--- config.mk ---
export PLATFORM = sky130hd
export DESIGN_NAME = frame_scanner
export DESIGN_NICKNAME = d
export VERILOG_FILES = /design/src/rtl/frame_scanner.sv
export SDC_FILE = /design/constraint.sdc
export NUM_CORES = 1
export LEC_CHECK = 0
export CAP_MARGIN = 5
export CORE_MARGIN = 4
export CORE_UTILIZATION = 25
export CTS_CLUSTER_DIAMETER = 200
export DETAILED_ROUTE_END_ITERATION = 8
export SLEW_MARGIN = 20
export SYNTH_ARGS = -nofsm -noshare
export SYNTH_HDL_FRONTEND = slang
export SYNTH_SLANG_ARGS = --single-unit
--- constraint.sdc ---
create_clock -name clk -period 3.3 [get_ports clk]
set_input_delay 0.66 -clock clk [delete_from_list [all_inputs] [get_ports clk]]
set_output_delay 0.66 -clock clk [all_outputs]
set_load 0.02 [all_outputs]
--- src/rtl/frame_scanner.sv ---
// frame_scanner: raster reader that issues one linear RAM read per pixel and re-aligns the returned
// data with DE/sync markers. Define FRAME_SCANNER_REPEAT_EN to queue a start_read that arrives mid-scan.
//
//   state   | meaning
//   --------+------------------------------------------------------------
//   IDLE    | waiting for start_read
//   SCAN    | issuing reads, one per unstalled cycle
//   HBLANK  | idle gap between lines, rd_addr holds last issued address
//   DRAIN   | last read issued, waiting RD_LATENCY cycles for it to return
//   DONE    | one-cycle frame_done pulse
module frame_scanner #(
    parameter int H_RES      = 170,
    parameter int V_RES      = 240,
    parameter int DATA_W     = 24,
    parameter int RD_LATENCY = 1,
    parameter int HBLANK     = 0,
    localparam int ADDR_W    = $clog2(H_RES * V_RES)
) (
    input  logic              clk,
    input  logic              reset,
    input  logic              start_read,
    input  logic              i_abort,
    input  logic              i_stall,
    output logic              rd_en,
    output logic [ADDR_W-1:0] rd_addr,
    input  logic [DATA_W-1:0] rd_data,
    output logic              o_de,
    output logic [DATA_W-1:0] o_data,
    output logic              o_vsync,
    output logic              o_hsync,
    output logic              o_eof,
    output logic              busy,
    output logic              frame_done
);

    localparam int XW = $clog2(H_RES + 1);
    localparam int YW = $clog2(V_RES + 1);
    localparam logic [XW-1:0] X_LAST = XW'(H_RES - 1);
    localparam logic [YW-1:0] Y_LAST = YW'(V_RES - 1);

    typedef enum logic [2:0] {
        ST_IDLE,
        ST_SCAN,
        ST_HBLANK,
        ST_DRAIN,
        ST_DONE
    } state_t;

    state_t              state_q, state_d;
    logic [XW-1:0]       x_q, x_d;
    logic [YW-1:0]       y_q, y_d;
    logic [ADDR_W-1:0]   addr_q, addr_d;
    logic [7:0]          cnt_q, cnt_d;
    logic [RD_LATENCY-1:0] de_q, sof_q, sol_q, eof_q;
    logic                issue;
    logic                line_end;
    logic                last_line;
    logic                restart;

`ifdef FRAME_SCANNER_REPEAT_EN
    logic pend_q, pend_d;
    assign restart = start_read || pend_q;
`else
    assign restart = start_read;
`endif

    assign issue     = (state_q == ST_SCAN) && !i_stall;
    assign line_end  = (x_q == X_LAST);
    assign last_line = (y_q == Y_LAST);

    always_ff @(posedge clk or posedge reset) begin
        if (reset) begin
            state_q <= ST_IDLE;
            x_q     <= '0;
            y_q     <= '0;
            addr_q  <= '0;
            cnt_q   <= '0;
`ifdef FRAME_SCANNER_REPEAT_EN
            pend_q  <= 1'b0;
`endif
        end else begin
            state_q <= state_d;
            x_q     <= x_d;
            y_q     <= y_d;
            addr_q  <= addr_d;
            cnt_q   <= cnt_d;
`ifdef FRAME_SCANNER_REPEAT_EN
            pend_q  <= pend_d;
`endif
        end
    end

    always_comb begin
        state_d = state_q;
        x_d     = x_q;
        y_d     = y_q;
        addr_d  = addr_q;
        cnt_d   = cnt_q;
`ifdef FRAME_SCANNER_REPEAT_EN
        pend_d  = pend_q;
        if (start_read && (state_q == ST_SCAN || state_q == ST_HBLANK || state_q == ST_DRAIN)) begin
            pend_d = 1'b1;
        end
`endif
        if (i_abort) begin
            state_d = ST_IDLE;
            x_d     = '0;
            y_d     = '0;
            addr_d  = '0;
            cnt_d   = '0;
`ifdef FRAME_SCANNER_REPEAT_EN
            pend_d  = 1'b0;
`endif
        end else begin
            case (state_q)
                ST_IDLE: begin
                    if (start_read) begin
                        state_d = ST_SCAN;
                    end
                end
                ST_SCAN: begin
                    if (issue) begin
                        if (!line_end) begin
                            x_d    = x_q + 1'b1;
                            addr_d = addr_q + 1'b1;
                        end else if (last_line) begin
                            // Coordinates and address return to 0 so the next frame starts clean.
                            state_d = ST_DRAIN;
                            cnt_d   = 8'(RD_LATENCY - 1);
                            x_d     = '0;
                            y_d     = '0;
                            addr_d  = '0;
                        end else if (HBLANK > 0) begin
                            state_d = ST_HBLANK;
                            cnt_d   = 8'(HBLANK - 1);
                            x_d     = '0;
                        end else begin
                            x_d    = '0;
                            y_d    = y_q + 1'b1;
                            addr_d = addr_q + 1'b1;
                        end
                    end
                end
                ST_HBLANK: begin
                    if (cnt_q == 8'd0) begin
                        state_d = ST_SCAN;
                        y_d     = y_q + 1'b1;
                        addr_d  = addr_q + 1'b1;
                    end else begin
                        cnt_d = cnt_q - 8'd1;
                    end
                end
                ST_DRAIN: begin
                    if (cnt_q == 8'd0) begin
                        state_d = ST_DONE;
                    end else begin
                        cnt_d = cnt_q - 8'd1;
                    end
                end
                ST_DONE: begin
                    if (restart) begin
                        state_d = ST_SCAN;
`ifdef FRAME_SCANNER_REPEAT_EN
                        pend_d  = 1'b0;
`endif
                    end else begin
                        state_d = ST_IDLE;
                    end
                end
                default: state_d = ST_IDLE;
            endcase
        end
    end

    // Markers travel alongside the read strobe so they line up with the returned RAM word.
    always_ff @(posedge clk or posedge reset) begin
        if (reset) begin
            de_q  <= '0;
            sof_q <= '0;
            sol_q <= '0;
            eof_q <= '0;
        end else if (i_abort) begin
            de_q  <= '0;
            sof_q <= '0;
            sol_q <= '0;
            eof_q <= '0;
        end else begin
            de_q[0]  <= issue;
            sof_q[0] <= issue && (x_q == '0) && (y_q == '0);
            sol_q[0] <= issue && (x_q == '0);
            eof_q[0] <= issue && line_end && last_line;
            for (int i = 1; i < RD_LATENCY; i++) begin
                de_q[i]  <= de_q[i-1];
                sof_q[i] <= sof_q[i-1];
                sol_q[i] <= sol_q[i-1];
                eof_q[i] <= eof_q[i-1];
            end
        end
    end

    always_comb begin
        rd_en      = issue;
        rd_addr    = '0;
        if (state_q == ST_SCAN || state_q == ST_HBLANK) begin
            rd_addr = addr_q;
        end
        o_de       = de_q[RD_LATENCY-1];
        o_data     = de_q[RD_LATENCY-1] ? rd_data : '0;
        o_vsync    = sof_q[RD_LATENCY-1];
        o_hsync    = sol_q[RD_LATENCY-1];
        o_eof      = eof_q[RD_LATENCY-1];
        busy       = (state_q == ST_SCAN) || (state_q == ST_HBLANK) || (state_q == ST_DRAIN);
        frame_done = (state_q == ST_DONE);
    end

endmodule
==> results_dict.tcl <==
set metrics [dict create \
    rsz0062_at_grt "false" \
    slew_violations 0 \
    final_common_cell "clkdlybuf4s50_1" \
    post-route-util 0.347 \
    die_h_um 116 \
    fin_crit_sh 0.939 \
    cts_hold_buf 0 \
    path_max_fanout 4 \
    core_area_mm2 0.0114 \
    power_mw 1.81 \
    grt_pass1_wl_mm 12.1 \
    cap_violations 0 \
    antenna_left 0 \
    fin_nets 438 \
    synth_seq_cells 47 \
    peakVddDrop_mv 0.188 \
    die_w_um 116 \
    vias 2661 \
    status "finished, final reports clean" \
    antenna_found_initial 0 \
    async_flop_share 1.00 \
    cts_buffers 5 \
    clkTransAtPathRegs_ns 0.06 \
    n_fill_cell 1178 \
    grt_pass1_vias 2561 \
    yosysWarningCount 0 \
    drt_iter0_markers 88 \
    syn-num-nets 365 \
    hold_viol 0 \
    slew-limit-headroom 0.446 \
    finalClockSkew_ns 0.00431 \
    initial_core_util 0.255 \
    clock_sinks 47 \
    setup-tns-final_ns 0 \
    final_cell_mix "clkdlybuf4s50_1 (75), dfrtp_1 (47), and2_1 (40)" \
    hpwl_mm 5.51 \
    cts_root_buf "clkbuf_16" \
    overflow 0 \
    fin_cells 545 \
    multiInputGateArea_mm2 0.00161 \
    rows 39 \
    syn2layout_area_growth_pct 36.4 \
    wl_per_cell_um 13.5 \
    cts_buffer_depth 2 \
    worstPathRequired_ns 2.64 \
    die-area_mm2 0.0134 \
    yosysSeqAreaShare 0.406 \
    synthCells 328 \
    routed_wl_mm 7.37 \
    seq_area_mm2 0.00118 \
    diodes 0 \
    port_buffers 75 \
    grt_max_degree 48 \
    hp-class "flip-flop to flip-flop" \
    fmax_ghz 0.323 \
    firstDrtPassIters 4 \
    gp_congestion 0.758 \
    cts_setup_buffers 0 \
    ios 76 \
    synth_edf_count 0 \
    grt.total_usage 0.110 \
    synth_area_mm2 0.00289 \
    finalCriticalPeriod_ns 3.10 \
    drive_gt1_frac 0.0697 \
    reg2regPathDepth 5 \
    cts_tree "done" \
    synth_flop_cell "dfrtp_1" \
    dp.cells 537 \
    cp.arrival_ns 2.44 \
    via_per_inst 4.88 \
    design_area_mm2 0.00395 \
    place_area_mm2 0.00381 \
    worst_setup_path_end_kind "output pin" \
    synthDistinctLibCells 48 \
    tightest_slew_ns 0.831 \
    power.density_mw_per_mm2 459 \
    whs_path_depth 1 \
    clock_latency_ns 0.28 \
    path_class "primary input to output pin" \
    syn_area_per_cell_um2 8.82 \
    start_kind "primary input" \
    route.detailed.drc 0 \
    cts-resized-gates 0 \
    p_leak_nw 1.60 \
    finalSetupViolations 0 \
    htreeDepth 2 \
]
through the flow:
stage,setup WS (ns),hold WS (ns)
6_report,0.201,0.528
5_1_grt,0.0576,0.573
4_1_cts,0.198,0.532
3_5_place_dp,0.223,0.525
3_3_place_gp,0.241,0.510
2_1_floorplan,0.330,0.486
metal layers:
layer,vias to the layer above,GRT usage,share of wire
met1,1273,0.136,0.43
met3,2,0.0334,0.098
met5,-,0,0
li1,1302,-,-
met2,84,0.191,0.47
met4,0,0.0258,0.0046
report_power, final:
group          total [mW]  internal (mW)  switching [mW]
Sequential          0.752          0.652           0.101
Clock               0.488          0.277           0.212
Combinational       0.570          0.266           0.304
area by class of cell:
class / instances / share of cell area
Multi-Input combinational cell: 255 / 0.407
Sequential cell: 47 / 0.298
Timing Repair Buffer: 83 / 0.205
Tap cell: 143 / 0.0453
Clock buffer: 5 / 0.0317
Inverter: 9 / 0.00887
Clock inverter: 3 / 0.00380
cells in the mapped netlist, drive strengths merged (4+ instances only):
| library cell | instances | area share |
|---|---|---|
| a211oi | 7 | 0.020 |
| a21oi | 11 | 0.019 |
| and2 | 41 | 0.089 |
| and3 | 9 | 0.019 |
| and4 | 4 | 0.012 |
| buf | 4 | 0.0099 |
| clkbuf | 13 | 0.017 |
| dfrtp | 47 | 0.41 |
| ha | 8 | 0.035 |
| inv | 9 | 0.012 |
| nand2 | 30 | 0.039 |
| nand3 | 11 | 0.019 |
| nor2 | 28 | 0.036 |
| nor3 | 5 | 0.0086 |
| o21ai | 24 | 0.042 |
| o31ai | 7 | 0.018 |
| or3 | 5 | 0.011 |
| or4 | 13 | 0.036 |
| xnor2 | 12 | 0.036 |
| xor2 | 6 | 0.018 |
critical path: stages:
cell             delay, ns
clkdlybuf4s50_1       0.46
nor4b_1               0.56
clkdlybuf4s50_1       0.76
sequential cells by signal, summed over array words and instances (netlist names):
signal / flops
y_q: 8
o_hsync: 1
state_q: 3
addr_q: 16
o_eof: 1
o_vsync: 1
x_q: 8
cnt_q: 8
o_de: 1
logic make-up (layout without fill, tap and decap cells):
kind of cell / after synthesis / count (layout) / synth area share
AO/OA/AOI/OAI: 66 / 66 / 0.150
XOR/XNOR: 18 / 18 / 0.0545
AND/OR/NAND/NOR: 163 / 163 / 0.316
flip-flops: 47 / 47 / 0.406
adder cells (fa/ha/maj): 8 / 8 / 0.0346
buffers and inverters: 26 / 100 / 0.0385
path summary, 6_finish.rpt:
check                                  startpoint                     end  slack [ns]
max in group asynchronous                   reset      y_q[0]$_DFFE_PP0P_        1.97
setup / recovery                          i_stall                   rd_en        0.20
min in group asynchronous                   reset      x_q[2]$_DFFE_PP0P_        0.84
hold / removal                 x_q[4]$_DFFE_PP0P_      x_q[4]$_DFFE_PP0P_        0.53
hold reg to reg                x_q[4]$_DFFE_PP0P_      x_q[4]$_DFFE_PP0P_        0.53
setup reg to reg           state_q[1]$_DFFE_PP0P_  addr_q[15]$_DFFE_PP0P_        0.64
No activity file was read; power rests on OpenSTA's default activity.
